--- src/rtl/fsm_rr_arbiter_pkg.sv ---
// Shared types and helpers for the round-robin arbiter.
// Provides the FSM state encoding and an index-width function.
package fsm_rr_arbiter_pkg;

    typedef enum logic [1:0] {
        IDLE = 2'b00,
        BUSY = 2'b01,
        TURN = 2'b10
    } state_e;

    // Never returns 0, so a 2-requester arbiter still gets a 1-bit index.
    function automatic int unsigned clog2(input int unsigned value);
        int unsigned w;
        w = 1;
        while ((32'd1 << w) < value) begin
            w = w + 1;
        end
        return w;
    endfunction

endpackage

--- src/rtl/fsm_rr_arbiter_if.sv ---
// Request/grant bundle between the requesters and the arbiter.
// The master side is the requesters; the slave side is the arbiter itself.
interface fsm_rr_arbiter_if #(
    parameter int unsigned N = 4
) ();
    logic [N-1:0] req;
    logic [N-1:0] grant;
    logic [N-1:0] next_grant;
    logic         busy;
    logic         expired;

    modport master (output req, input grant, input next_grant, input busy, input expired);
    modport slave  (input req, output grant, output next_grant, output busy, output expired);
endinterface

--- src/rtl/fsm_rr_arbiter_rr_priority_pick.sv ---
// Combinational round-robin pick: the first requester at or after i_ptr, wrapping mod N.
// i_ptr must be below N.
module rr_priority_pick #(
    parameter int unsigned N     = 4,
    parameter int unsigned IDX_W = 2
) (
    input  logic [N-1:0]     i_req,
    input  logic [IDX_W-1:0] i_ptr,
    output logic [IDX_W-1:0] o_winner,
    output logic             o_any
);
    localparam logic [IDX_W:0] N_V = (IDX_W + 1)'(N);

    logic [2*N-1:0] w_dbl;
    logic [N-1:0]   w_rot;
    logic [IDX_W:0] w_sum;

    always_comb begin
        // Rotate so bit 0 corresponds to the requester at i_ptr.
        w_dbl = {i_req, i_req} >> i_ptr;
        w_rot = w_dbl[N-1:0];
        o_any = |i_req;
        w_sum = '0;
        for (int k = N - 1; k >= 0; k--) begin
            if (w_rot[k]) begin
                w_sum = {1'b0, i_ptr} + (IDX_W + 1)'(k);
            end
        end
        if (w_sum >= N_V) begin
            w_sum = w_sum - N_V;
        end
        o_winner = w_sum[IDX_W-1:0];
    end
endmodule

--- src/rtl/fsm_rr_arbiter.sv ---
// Round-robin arbiter for one shared resource with registered one-hot grants,
// a bounded hold time and a dead TURN cycle between owners.
module fsm_rr_arbiter
    import fsm_rr_arbiter_pkg::*;
#(
    parameter int unsigned N        = 4,
    parameter int unsigned MAX_HOLD = 8,
    parameter int unsigned HOLD_W   = 8
) (
    input logic            clk,
    input logic            reset,
    fsm_rr_arbiter_if.slave bus
);
    localparam int unsigned IDX_W = clog2(N);

    state_e            r_state, w_state_d;
    logic [IDX_W-1:0]  r_ptr, w_ptr_d;
    logic [IDX_W-1:0]  r_owner, w_owner_d;
    logic [HOLD_W-1:0] r_hold_cnt, w_hold_cnt_d;
    logic [N-1:0]      r_grant, w_grant_d;
    logic              r_busy, w_busy_d;
    logic              r_expired, w_expired_d;
    logic [IDX_W-1:0]  w_winner;
    logic              w_any;
    logic [IDX_W-1:0]  w_owner_next;

    rr_priority_pick #(
        .N     (N),
        .IDX_W (IDX_W)
    ) u_pick (
        .i_req    (bus.req),
        .i_ptr    (r_ptr),
        .o_winner (w_winner),
        .o_any    (w_any)
    );

    assign w_owner_next = (r_owner == IDX_W'(N - 1)) ? '0 : r_owner + IDX_W'(1);

    always_ff @(posedge clk or posedge reset) begin
        if (reset) begin
            r_state    <= IDLE;
            r_ptr      <= '0;
            r_owner    <= '0;
            r_hold_cnt <= '0;
            r_grant    <= '0;
            r_busy     <= 1'b0;
            r_expired  <= 1'b0;
        end else begin
            r_state    <= w_state_d;
            r_ptr      <= w_ptr_d;
            r_owner    <= w_owner_d;
            r_hold_cnt <= w_hold_cnt_d;
            r_grant    <= w_grant_d;
            r_busy     <= w_busy_d;
            r_expired  <= w_expired_d;
        end
    end

    always_comb begin
        w_state_d    = r_state;
        w_ptr_d      = r_ptr;
        w_owner_d    = r_owner;
        w_hold_cnt_d = r_hold_cnt;
        w_expired_d  = 1'b0;
        case (r_state)
            IDLE, TURN: begin
                if (w_any) begin
                    w_state_d    = BUSY;
                    w_owner_d    = w_winner;
                    w_hold_cnt_d = '0;
                end else begin
                    w_state_d = IDLE;
                end
            end
            BUSY: begin
                w_hold_cnt_d = r_hold_cnt + HOLD_W'(1);
                // A release wins over a simultaneous timeout, so expired stays low.
                if (!bus.req[r_owner]) begin
                    w_state_d = TURN;
                    w_ptr_d   = w_owner_next;
                end else if ((MAX_HOLD != 0) && (r_hold_cnt == HOLD_W'(MAX_HOLD - 1))) begin
                    w_state_d   = TURN;
                    w_ptr_d     = w_owner_next;
                    w_expired_d = 1'b1;
                end
            end
            default: w_state_d = IDLE;
        endcase

        // Grant and busy are registered images of the next state.
        w_grant_d = '0;
        if (w_state_d == BUSY) begin
            w_grant_d[w_owner_d] = 1'b1;
        end
        w_busy_d = (w_state_d == BUSY);
    end

    always_comb begin
        bus.next_grant = '0;
        if (((r_state == IDLE) || (r_state == TURN)) && w_any) begin
            bus.next_grant[w_winner] = 1'b1;
        end
    end

    assign bus.grant   = r_grant;
    assign bus.busy    = r_busy;
    assign bus.expired = r_expired;
endmodule
--- src/flat_wrapper.sv ---
// flat-port wrapper written by rule: the top's interface ports become plain ports
module fsm_rr_arbiter_flat import fsm_rr_arbiter_pkg::*;
#(
    parameter int unsigned N        = 4,
    parameter int unsigned MAX_HOLD = 8,
    parameter int unsigned HOLD_W   = 8
)
  (clk, reset, bus_req, bus_grant, bus_next_grant, bus_busy, bus_expired);
  fsm_rr_arbiter_if #(.N(N)) bus_i ();
  input logic clk;
  input logic reset;
  input wire logic [$bits(bus_i.req)-1:0] bus_req;
  output wire logic [$bits(bus_i.grant)-1:0] bus_grant;
  output wire logic [$bits(bus_i.next_grant)-1:0] bus_next_grant;
  output wire logic [$bits(bus_i.busy)-1:0] bus_busy;
  output wire logic [$bits(bus_i.expired)-1:0] bus_expired;
  assign bus_i.req = bus_req;
  assign bus_grant = bus_i.grant;
  assign bus_next_grant = bus_i.next_grant;
  assign bus_busy = bus_i.busy;
  assign bus_expired = bus_i.expired;
  fsm_rr_arbiter #(.N(N), .MAX_HOLD(MAX_HOLD), .HOLD_W(HOLD_W)) u_core (.clk(clk), .reset(reset), .bus(bus_i));
endmodule
--- config.mk ---
export PLATFORM = sky130hd
export DESIGN_NAME = fsm_rr_arbiter_flat
export DESIGN_NICKNAME = d
export VERILOG_FILES = /design/src/rtl/fsm_rr_arbiter_pkg.sv /design/src/rtl/fsm_rr_arbiter_if.sv /design/src/rtl/fsm_rr_arbiter_rr_priority_pick.sv /design/src/rtl/fsm_rr_arbiter.sv /design/src/flat_wrapper.sv
export SDC_FILE = /design/constraint.sdc
export NUM_CORES = 1
export LEC_CHECK = 0
export ABC_AREA = 1
export CORE_UTILIZATION = 45
export DETAILED_ROUTE_END_ITERATION = 10
export DONT_BUFFER_PORTS = 1
export PLACE_DENSITY_LB_ADDON = 0.2
export REMOVE_ABC_BUFFERS = 1
export SYNTH_ARGS = -nofsm -noshare
export SYNTH_HDL_FRONTEND = slang
export SYNTH_SLANG_ARGS = --single-unit
--- constraint.sdc ---
create_clock -name clk -period 3.5 [get_ports clk]
set_input_delay 0.175 -clock clk [delete_from_list [all_inputs] [get_ports clk]]
set_output_delay 0.175 -clock clk [all_outputs]
set_load 0.05 [all_outputs]
* Word-level counts from Yosys, hierarchy flattened *
Index checks and enable logic that the tools add are counted.

storage, ports and cells
  flip-flop bits (word level) = 20
  bits in latches = 0
  bits in writable memories = 0
  bits in read-only memories = 0
  output and inout bits = 10
  word-level logic and storage cells = 64
  memories = 0

operators by class
  add/subtract/negate cells = 6
  $mul = 0
  div/mod/pow operators = 0
  $lt $le $gt $ge = 6
  equality and inequality tests = 7
  shift operators = 1
  mux-type cells = 27
  bitwise logic cells = 0
  reduce and logical (&&, ||, !) cells = 10

operators with widths
  cell                                                               number
  2-to-1 mux 2 bit                                                   8
  case mux 8 bit (2 select lines)                                    1
  2-to-1 mux 3 bit                                                   4
  < comparator 2 x 3 -> 1 bit, second input constant                 3
  adder 8 x 1 -> 8 bit, second input constant                        1
  == test 8 x 3 -> 1 bit, second input constant                      1
  2-to-1 mux 4 bit                                                   2
  2-to-1 mux 8 bit                                                   1
  right shift 8 x 2 -> 4 bit                                         1
  2-to-1 mux 1 bit                                                   7
  adder 2 x 2 -> 3 bit, second input constant                        2
  demux 1 bit (select 2 bit)                                         2
  == test 2 x 1 -> 1 bit, second input constant                      2
  == test 2 bit, second input constant                               2
  greater-or-equal comparator 2 x 1 -> 1 bit, second input constant  2
  case mux 2 bit (2 select lines)                                    1
  AND reduction 2 bit                                                2
  OR reduction 4 bit                                                 1
  adder 2 x 1 -> 3 bit, second input constant                        1
  greater-or-equal comparator 3 bit, second input constant           1
  logical AND 1 bit                                                  3
  adder 2 x 1 -> 2 bit, second input constant                        1
  binary-select mux 1 bit (select 2 bit)                             1
  logical NOT 2 bit                                                  1
  other kinds (6)                                                    6

* Longest topological paths before layout *
Gate-level depths: netlist of run 1.

  depth in word-level cells = 14
  mapped depth = 13

* Modules after synthesis *
From an unflattened synthesis of run 1, not the netlist that was laid out.

second synthesis, totals
  cell total of the unflattened synthesis = 165
  area total of the unflattened synthesis = 1199.9 µm²

modules (own cells, without submodules)
  module            times used  cells an instance  area an instance (µm²)
  fsm_rr_arbiter    1           118                972.2
  rr_priority_pick  1           47                 227.7

* Worst setup path before layout of run 1 *
Ideal clock, no wire load.

  path kind = register to output
  from = register u_core.r_ptr[0]
  to = output bus_next_grant[2]
  arrival time = 1.746 ns
  data required time = 3.325 ns
  path slack = 1.579 ns
  cell stages (with the launch flop) = 12
  cells stage by stage = dfrtp_1 > buf_6 > inv_6 > nand2_2 > nand3_2 > nand2_2 > and2_1 > nand2_1 > nand2_2 > nand2_2 > inv_1 > nor2_1

on the way
  word-level cells in the longest chain between the ends = 12
  elaborated cells between the ends (all ways) = 17

ends and longest elaborated chain
  element                                                                                                          line                                                                          text
  from (decl)                                                                                                      fsm_rr_arbiter.sv:17                                                          logic [IDX_W-1:0] r_ptr, w_ptr_d;
  from (signal assigned)                                                                                           fsm_rr_arbiter.sv:50                                                          r_ptr <= w_ptr_d;
  adder 2 x 2 -> 3 bit or right shift 8 x 2 -> 4 bit (tied branches)                                               fsm_rr_arbiter_rr_priority_pick.sv:26, fsm_rr_arbiter_rr_priority_pick.sv:20
  2-to-1 mux 3 bit (3 in a row)                                                                                    fsm_rr_arbiter_rr_priority_pick.sv:25                                         if (w_rot[k]) begin
  2-to-1 mux 3 bit (*)                                                                                             fsm_rr_arbiter_rr_priority_pick.sv:25
  greater-or-equal comparator 3 bit or subtractor 2 x 1 -> 2 bit (tied branches)                                   fsm_rr_arbiter_rr_priority_pick.sv:29, fsm_rr_arbiter_rr_priority_pick.sv:30
  2-to-1 mux 2 bit (*)                                                                                             fsm_rr_arbiter_rr_priority_pick.sv:29                                         if (w_sum >= N_V) begin
  < comparator 2 x 3 -> 1 bit (implied by the code) or greater-or-equal comparator 2 x 1 -> 1 bit (tied branches)  fsm_rr_arbiter.sv:101                                                         bus.next_grant[w_winner] = 1'b1;
  logical AND 1 bit (implied by the code)                                                                          fsm_rr_arbiter.sv:101
  2-to-1 mux 1 bit (implied by the code)                                                                           fsm_rr_arbiter.sv:101
  demux 1 bit (select 2 bit) (*)                                                                                   --
  2-to-1 mux 4 bit (*)                                                                                             fsm_rr_arbiter.sv:100                                                         if (((r_state == IDLE) || (r_state == TURN)) && w_any) begin
  to (decl)                                                                                                        flat_wrapper.sv:14                                                            output wire logic [$bits(bus_i.next_grant)-1:0] bus_next_grant;

Every way passes the cells marked *; elsewhere a longest branch is shown, timed or not.

* Worst setup path after layout of run 1 *
Same ends and word-level chain as after synthesis.

==> results.py, run 1 <==
metrics = {
    "outcome": {
        "status": "finished, final reports clean",
    },
    "routing": {
        "wire_per_inst_microns": 12.5,
        "vias": 950,
        "wl_microns": 2310,
        "dr.pass1.iters": 4,
        "drt-initial-drc-count": 21,
        "drc": 0,
        "antenna_left": 0,
        "routed_via_density": 5.14,
    },
    "job": {
        "drv_cap": 0,
    },
    "clock_tree": {
        "cts_made_buffers": 3,
        "clk_pin_slew_ns": 0.11,
        "cts_root_buf": "clkbuf_4",
        "clock_latency_ns": 0.30,
        "cts_tree": "done",
        "post_cts_resized": 0,
        "ctsHtreeMaxLevel": 1,
        "cts_hold_buf": 1,
        "cts_sinks": 20,
        "cts_buffer_depth": 2,
        "post_cts_buffers": 0,
    },
    "pwr": {
        "p_leak_nw": 0.652,
        "ir_drop_mv": 0.604,
        "power.total_w": 0.00135,
        "power_density_nw_per_um2": 1050,
    },
    "floorplan": {
        "pin_count": 16,
        "initial_utilization": 0.480,
        "core_area_sq_um": 2480,
        "placementRows": 18,
        "die-area_sq_um": 2850,
        "die_w_microns": 53.4,
        "die_height_microns": 53.4,
    },
    "finish": {
        "synthToLayoutAreaGrowth_pct": 7.47,
        "utilization": 0.516,
        "antennaDiodeCount": 0,
        "instances_no_fill": 185,
        "final_cell_mix": "35 x nand2_1, 20 x dfrtp_1, 19 x inv_1, 12 x nor2_1, 11 x nand2_2",
        "drive_above_1_share": 0.187,
        "layout_commonest_cell": "nand2_1",
        "final_nets": 164,
    },
    "timing": {
        "hold_violations": 0,
        "report.final.slew_viol_count": 0,
        "tightest_slew_ns": 0.886,
        "setup-violations-final": 0,
        "min_period_ns": 2.50,
        "fin_ws_ns": 0.999,
        "rsz0062_at_grt": "no",
        "max_slew_margin": 0.407,
        "max_freq_mhz": 400,
        "tns_ns": 0,
        "fin_crit_sh": 0.714,
        "finClkSkew_ns": 0.00145,
    },
    "critical_path": {
        "crit_slowest_cell": "nor2_1",
        "cp-start-kind": "register",
        "end_kind": "primary output",
        "crit_top_cell": "nand2_1",
        "critical_path_required_ns": 3.32,
        "crit_fanout": 8,
        "critPathArrivalTime_ns": 2.33,
        "critical_path.max_stage_delay_ns": 0.67,
        "critical_path.cell_chain": "nand2_1 -> nand3_2 -> nand2_1 -> inv_1 -> nand3_1 -> nand2_1 -> nand2_2 -> nand2_2 -> inv_1 -> nor2_1",
        "path_class": "reg -> out",
    },
    "placed_design": {
        "dp_hpwl_microns": 1780,
        "pre_cts_ws_ns": 1.34,
        "place_congestion": 0.836,
        "portBuffers": 0,
        "dp.cells": 180,
    },
    "yosys": {
        "yosysSeqAreaShare": 0.421,
        "netlist_area_sq_um": 1190,
        "yosys_warnings": 0,
        "synth-seq-cells": 20,
        "synth_cell_types": 25,
        "syn_area_per_cell_sq_um": 7.88,
        "syn_inst": 151,
    },
    "global_routing": {
        "grt_use_met3": 0.0172,
        "grt_use_met1": 0.208,
        "antenna_found_initial": 0,
        "grt_max_degree": 21,
        "grt_pass1_vias": 894,
        "overflow": 0,
        "busiest_layer": "met2",
        "grt_pass1_wl_microns": 3710,
        "grt_use_met2": 0.338,
        "grt_use_total": 0.184,
    },
    "min_path": {
        "hp-class": "in -> reg",
    },
}
synthesized netlist by cell type, drive strengths merged:
master | number | share of area
a21oi | 3 | 0.013
and2 | 1 | 0.0053
buf | 1 | 0.0095
dfrtp | 20 | 0.42
ha | 2 | 0.021
inv | 22 | 0.074
nand2 | 48 | 0.19
nand3 | 16 | 0.093
nand4 | 3 | 0.016
nor2 | 14 | 0.048
nor3 | 3 | 0.013
nor3b | 1 | 0.0063
o211ai | 1 | 0.0063
o21ai | 11 | 0.056
o22ai | 2 | 0.011
xnor2 | 1 | 0.0074
xor2 | 2 | 0.015
per-stage QoR:
stage,hold WS (ns),cell area (sq um)
after floorplan,0.139,1180
after global placement,0.229,1220
after detailed placement,0.237,1220
after CTS,0.186,1280
after global routing,0.243,1280
final,0.197,1280
where the power goes:
part           internal [W]  switching [W]  leakage, nW
clock              0.000116      0.0000697       0.0279
sequential         0.000305       0.000139        0.260
combinational      0.000208       0.000508        0.365
total              0.000628       0.000717        0.652
worst paths after layout:
path | start | end | slack (ns) | cells after the start
setup / recovery | u_core.r_ptr[0]$_DFFE_PP0P_ | bus_next_grant[2] | 1.0 | 10
hold / removal | bus_req[2] | u_core.r_state[1]$_DFF_PP0_ | 0.20 | 3
setup reg to reg | u_core.r_ptr[0]$_DFFE_PP0P_ | u_core.bus.grant[0]$_DFF_PP0_ | 1.92 | 9
hold reg to reg | u_core.r_hold_cnt[0]$_DFFE_PP0P_ | u_core.r_hold_cnt[0]$_DFFE_PP0P_ | 0.51 | 1
max in group asynchronous | reset | u_core.r_ptr[0]$_DFFE_PP0P_ | 2.61 | 2
min in group asynchronous | reset | u_core.r_hold_cnt[2]$_DFFE_PP0P_ | 0.43 | 2
final cells by class:
type / instances / area [sq um]
multi-input combinational: 108 / 591
inverter: 22 / 87.6
timing repair buffer: 1 / 10.0
clock buffer: 3 / 22.5
tap: 30 / 37.5
clock inverter: 1 / 30.0
sequential: 20 / 500
fill: 247 / 1200
logic make-up after synthesis:
logic type / count (synthesis) / synth area share
compound gates: 17 / 0.0852
fa+ha+maj: 2 / 0.0210
simple gates: 86 / 0.368
xor+xnor: 3 / 0.0221
buf+inv: 23 / 0.0831
flops: 20 / 0.421
worst max-delay path, delay by kind of cell, from the launching register on:
kind / cells / cell delay [ns]
flops: 1 / 0.57
simple gates: 8 / 1.32
buf+inv: 2 / 0.14
state kept, by name, summed over array words and instances, names as in the netlist:
register            flops
u_core.bus.busy         1
u_core.bus.expired      1
u_core.bus.grant        4
u_core.r_hold_cnt       8
u_core.r_owner          2
u_core.r_ptr            2
u_core.r_state          2
per-layer routing:
| layer | routed length, microns | vias up |
|---|---|---|
| met1 | 981 | 436 |
| met5 | 0 | - |
| met4 | 42 | 0 |
| li1 | - | 487 |
| met2 | 1210 | 21 |
| met3 | 81 | 6 |
Power figures use the tool's default switching activity.
==> inputs of run 2 (changes only) <==
clock period = 2.2 ns   (was 3.5 ns; I/O delays follow)
==> results.py, run 2 (synthesis gave the netlist of run 1 again) <==
metrics = {
    "clock_tree": {
        "post_cts_buffers": 0,
        "clk_pin_slew_ns": 0.10,
        "cts_sinks": 20,
        "clock_latency_ns": 0.29,
        "cts_root_buf": "clkbuf_4",
        "cts_made_buffers": 3,
        "ctsHtreeMaxLevel": 1,
        "cts_tree": "done",
        "cts_buffer_depth": 2,
    },
    "global_routing": {
        "grt_use_total": 0.175,
        "grt_max_degree": 21,
        "grt_pass1_vias": 887,
        "grt_use_met3": 0.0172,
        "antenna_found_initial": 0,
        "overflow": 0,
        "grt_use_met2": 0.329,
        "busiest_layer": "met2",
        "grt_pass1_wl_microns": 3570,
        "grt_use_met1": 0.194,
    },
    "pwr": {
        "sequentialPowerShare": 0.342,
        "p_leak_nw": 0.658,
        "power_density_nw_per_um2": 1610,
        "p_clk_frac": 0.080,
        "internal-power_w": 0.000934,
        "power.share.combinational": 0.578,
        "p_sw_w": 0.00113,
        "ir_drop_mv": 1.06,
        "sw_frac_of_total": 0.548,
    },
    "min_path": {
        "min_from": "bus_req[2]",
        "hold_path_depth": 3,
        "hp-class": "in -> reg",
        "whs_endpoint": "u_core.r_state[1]$_DFF_PP0_",
    },
    "floorplan": {
        "pin_count": 16,
        "core_area_sq_um": 2480,
        "placementRows": 18,
        "die_w_microns": 53.4,
        "die_height_microns": 53.4,
        "die-area_sq_um": 2850,
        "initial_utilization": 0.480,
    },
    "placed_design": {
        "place_congestion": 0.842,
        "dp_hpwl_microns": 1780,
        "dp.cells": 184,
        "dpl_cell_area_sq_um": 1250,
        "portBuffers": 0,
    },
    "timing": {
        "min_period_ns": 1.97,
        "report.final.slew_viol_count": 0,
        "fin_crit_sh": 0.893,
        "tightest_slew_ns": 0.746,
        "max_slew_margin": 0.502,
        "finClkSkew_ns": 0.00423,
        "max_freq_mhz": 509,
        "hold_violations": 0,
        "tns_ns": 0,
        "setup-violations-final": 0,
        "rsz0062_at_grt": "no",
    },
    "critical_path": {
        "critical_path_required_ns": 2.09,
        "r2r_start": "u_core.r_hold_cnt[0]$_DFFE_PP0P_",
        "end_kind": "primary output",
        "crit_fanout": 8,
        "critPathArrivalTime_ns": 1.86,
        "path_class": "reg -> out",
        "reg2reg_to": "u_core.r_ptr[1]$_DFFE_PP0P_",
        "cp-start-kind": "register",
        "ff2ff_setup_slack_ns": 0.63,
        "reg2reg_depth": 6,
    },
    "finish": {
        "instances_no_fill": 188,
        "largest_register_ffs": 8,
        "final_nets": 168,
        "synthToLayoutAreaGrowth_pct": 7.57,
        "antennaDiodeCount": 0,
        "final_cell_mix": "35 x nand2_1, 19 x inv_1, 19 x dfrtp_1, 12 x nor2_1, 11 x nand2_2",
        "drive_above_1_share": 0.209,
        "design_area_sq_um": 1280,
        "layout_commonest_cell": "nand2_1",
        "top_register": "u_core.r_hold_cnt",
    },
    "routing": {
        "routed_via_density": 5.19,
        "drt-initial-drc-count": 15,
        "dr.pass1.iters": 4,
        "wire_per_inst_microns": 12.3,
        "wl_microns": 2310,
        "drc": 0,
        "vias": 975,
        "antenna_left": 0,
    },
    "job": {
        "drv_cap": 0,
    },
    "outcome": {
        "status": "finished, final reports clean",
    },
}
==> run 2: worst max path at each step <==
| stage | slack [ns] | to | from |
|---|---|---|---|
| detailed placement | 0.48 | bus_next_grant[3] | u_core.r_ptr[0]$_DFFE_PP0P_ |
| floorplan | 0.27 | bus_next_grant[2] | u_core.r_ptr[0]$_DFFE_PP0P_ |
| global route | 0.10 | bus_next_grant[3] | u_core.r_ptr[0]$_DFFE_PP0P_ |
| finish | 0.23 | bus_next_grant[2] | u_core.r_ptr[0]$_DFFE_PP0P_ |
| global placement | 0.58 | bus_next_grant[2] | u_core.r_ptr[0]$_DFFE_PP0P_ |
| CTS | 0.14 | bus_next_grant[3] | u_core.r_ptr[0]$_DFFE_PP0P_ |
==> run 2: layer usage <==
metal	wire length, microns	vias up
met5	0	-
met3	50	2
met1	1060	464
li1	-	500
met2	1180	9
met4	14	0
==> run 2: power groups by stage <==
stage / Clock, W / Combinational [W] / Sequential (W)
global route: 0.000184 / 0.00133 / 0.000722
floorplan: 0 / 0.000971 / 0.000687
CTS: 0.000174 / 0.00121 / 0.000704
finish: 0.000164 / 0.00119 / 0.000707
global placement: 0 / 0.00117 / 0.000709
detailed placement: 0 / 0.00120 / 0.000712
==> run 2: stage by stage <==
step / setup slack [ns] / power (W) / hold slack, ns / util
CTS: 0.138 / 0.00209 / 0.131 / 0.516
detailed placement: 0.477 / 0.00191 / 0.175 / 0.503
finish: 0.234 / 0.00207 / 0.142 / 0.517
global route: 0.100 / 0.00224 / 0.163 / 0.517
global placement: 0.576 / 0.00188 / 0.159 / 0.503
floorplan: 0.275 / 0.00166 / 0.0738 / -
==> run 2: worst max-delay path, cell delays in order, from the launching register on <==
cell     delay [ns]
dfrtp_2        0.50
inv_6          0.11
nand2_2        0.06
nand3_1        0.07
nand2_1        0.08
inv_1          0.07
nand3_1        0.07
nand2_1        0.10
nand2_2        0.06
nand2_2        0.09
inv_1          0.06
nor2_1         0.09
buf_4          0.20
==> run 2: cell type report <==
| type | count | area (sq um) |
|---|---|---|
| fillers | 241 | 1200 |
| clock buffers | 3 | 22.5 |
| repair buffers | 5 | 40.0 |
| inverters | 22 | 87.6 |
| multi-input cells | 108 | 591 |
| flip-flops and latches | 20 | 502 |
| well taps | 30 | 37.5 |
==> run 2: timing repair <==
| action | in CTS | in global routing |
|---|---|---|
| hold buffers | 1 | 0 |
| endpoints found under the hold margin | 20 | 0 |
| setup endpoints to repair | 0 | 1 |
| resized for setup | 0 | 1 |
==> inputs of run 3 (changes only) <==
==> constraint.sdc (replaced) <==
create_clock -name clk -period 2.2 [get_ports clk]
set_input_delay 0.22 -clock clk [delete_from_list [all_inputs] [get_ports clk]]
set_output_delay 0.22 -clock clk [all_outputs]
set_load 0.05 [all_outputs]
==> results.py, run 3 (synthesis gave the netlist of run 1 again) <==
metrics = {
    "outcome": {
        "status": "finished, final reports clean",
    },
    "critical_path": {
        "critical_path_required_ns": 1.98,
        "crit_fanout": 8,
        "cp-start-kind": "register",
        "reg2reg_depth": 6,
        "critPathArrivalTime_ns": 1.86,
        "path_class": "reg -> out",
        "end_kind": "primary output",
    },
    "timing": {
        "tightest_slew_ns": 0.745,
        "tns_ns": 0,
        "setup-violations-final": 0,
        "hold_violations": 0,
        "fin_crit_sh": 0.944,
        "hold_slack_ns": 0.249,
        "rsz0062_at_grt": "no",
        "min_period_ns": 2.08,
        "report.final.slew_viol_count": 0,
        "fin_ws_ns": 0.122,
        "finClkSkew_ns": 0.0124,
        "max_freq_mhz": 481,
        "max_slew_margin": 0.503,
    },
    "pwr": {
        "ir_drop_mv": 0.979,
        "power_density_nw_per_um2": 1640,
        "p_leak_nw": 0.665,
    },
    "clock_tree": {
        "clk_pin_slew_ns": 0.11,
        "ctsHtreeMaxLevel": 1,
        "cts_root_buf": "clkbuf_4",
        "cts_tree": "done",
        "cts_buffer_depth": 2,
        "cts_sinks": 20,
        "post_cts_buffers": 0,
        "cts_made_buffers": 3,
        "clock_latency_ns": 0.31,
    },
    "placed_design": {
        "place_congestion": 0.842,
        "pre_cts_ws_ns": 0.366,
        "portBuffers": 0,
        "dp_hpwl_microns": 1800,
        "dpl_cell_area_sq_um": 1250,
    },
    "finish": {
        "drive_above_1_share": 0.214,
        "largest_register_ffs": 8,
        "antennaDiodeCount": 0,
        "final_cell_mix": "35 x nand2_1, 19 x inv_1, 19 x dfrtp_1, 12 x nor2_1, 11 x nand2_2",
        "design_area_sq_um": 1290,
        "utilization": 0.522,
        "top_register": "u_core.r_hold_cnt",
        "n_fill_cell": 245,
        "layout_commonest_cell": "nand2_1",
        "synthToLayoutAreaGrowth_pct": 8.73,
        "final_nets": 168,
    },
    "global_routing": {
        "grt_pass1_wl_microns": 3750,
        "grt_max_degree": 21,
        "grt_pass1_vias": 908,
        "grt_use_total": 0.182,
        "antenna_found_initial": 0,
        "overflow": 0,
    },
    "routing": {
        "antenna_left": 0,
        "wire_per_inst_microns": 12.3,
        "wl_microns": 2320,
        "drt-initial-drc-count": 11,
        "drc": 0,
        "routed_via_density": 5.09,
        "vias": 962,
        "dr.pass1.iters": 4,
    },
    "floorplan": {
        "core_area_sq_um": 2480,
        "die_height_microns": 53.4,
        "placementRows": 18,
        "initial_utilization": 0.480,
        "die_w_microns": 53.4,
        "pin_count": 16,
        "die-area_sq_um": 2850,
    },
    "job": {
        "drv_cap": 0,
    },
    "min_path": {
        "hold_path_depth": 3,
        "hp-class": "in -> reg",
    },
}
-- run 3: changes by cell type in the layout (fill, tap and decap cells not counted) --
| cell | delta |
|---|---|
| clkbuf_8 | +1 |
-- run 3: repair_timing --
item | in CTS | in global routing
gates resized for setup | 0 | 1
hold buffers | 1 | 0
setup endpoints to repair | 0 | 4
endpoints found under the hold margin | 20 | 0
-- run 3: power by group --
group          switching [W]  leakage, nW  internal, W  total (W)
sequential          0.000219        0.258     0.000487   0.000706
combinational       0.000818        0.386     0.000383    0.00120
clock               0.000116       0.0210     0.000101   0.000217
total                0.00115        0.665     0.000971    0.00212
-- run 3: final timing paths --
kind | to | slack, ns | from
setup / recovery | bus_next_grant[2] | 0.12 | u_core.r_ptr[0]$_DFFE_PP0P_
hold / removal | u_core.r_state[1]$_DFF_PP0_ | 0.25 | bus_req[2]
setup reg to reg | u_core.r_ptr[1]$_DFFE_PP0P_ | 0.62 | u_core.r_hold_cnt[0]$_DFFE_PP0P_
hold reg to reg | u_core.r_hold_cnt[0]$_DFFE_PP0P_ | 0.52 | u_core.r_hold_cnt[0]$_DFFE_PP0P_
max in group asynchronous | u_core.r_ptr[0]$_DFFE_PP0P_ | 1.21 | reset
min in group asynchronous | u_core.r_hold_cnt[2]$_DFFE_PP0P_ | 0.47 | reset
-- run 3: worst max-delay path, cell delays in order, from the launching register on --
cell and delay, ns:
dfrtp_2 0.50, inv_6 0.11, nand2_2 0.06, nand3_1 0.07, nand2_1 0.08, inv_1 0.07, nand3_1 0.08, nand2_1 0.09
nand2_2 0.06, nand2_2 0.09, inv_1 0.06, nor2_1 0.09, buf_4 0.20
-- run 3: layout make-up --
| class | instances | area (sq um) | area share |
|---|---|---|---|
| multi-input cells | 108 | 591 | 0.456 |
| flip-flops and latches | 20 | 502 | 0.388 |
| well taps | 30 | 37.5 | 0.0290 |
| clock buffers | 4 | 36.3 | 0.0280 |
| inverters | 22 | 87.6 | 0.0677 |
| repair buffers | 5 | 40.0 | 0.0309 |
-- run 3: per-layer routing --
layer  GRT usage  routed length, microns
met1       0.217                    1040
met2       0.331                    1190
met3      0.0172                      64
met4      0.0658                      24
met5           0                       0
-- run 3: stage by stage --
step | std cells | power [W]
global placement | 184 | 0.00188
global route | 189 | 0.00229
floorplan | 150 | 0.00166
detailed placement | 184 | 0.00192
finish | 189 | 0.00212
CTS | 189 | 0.00213
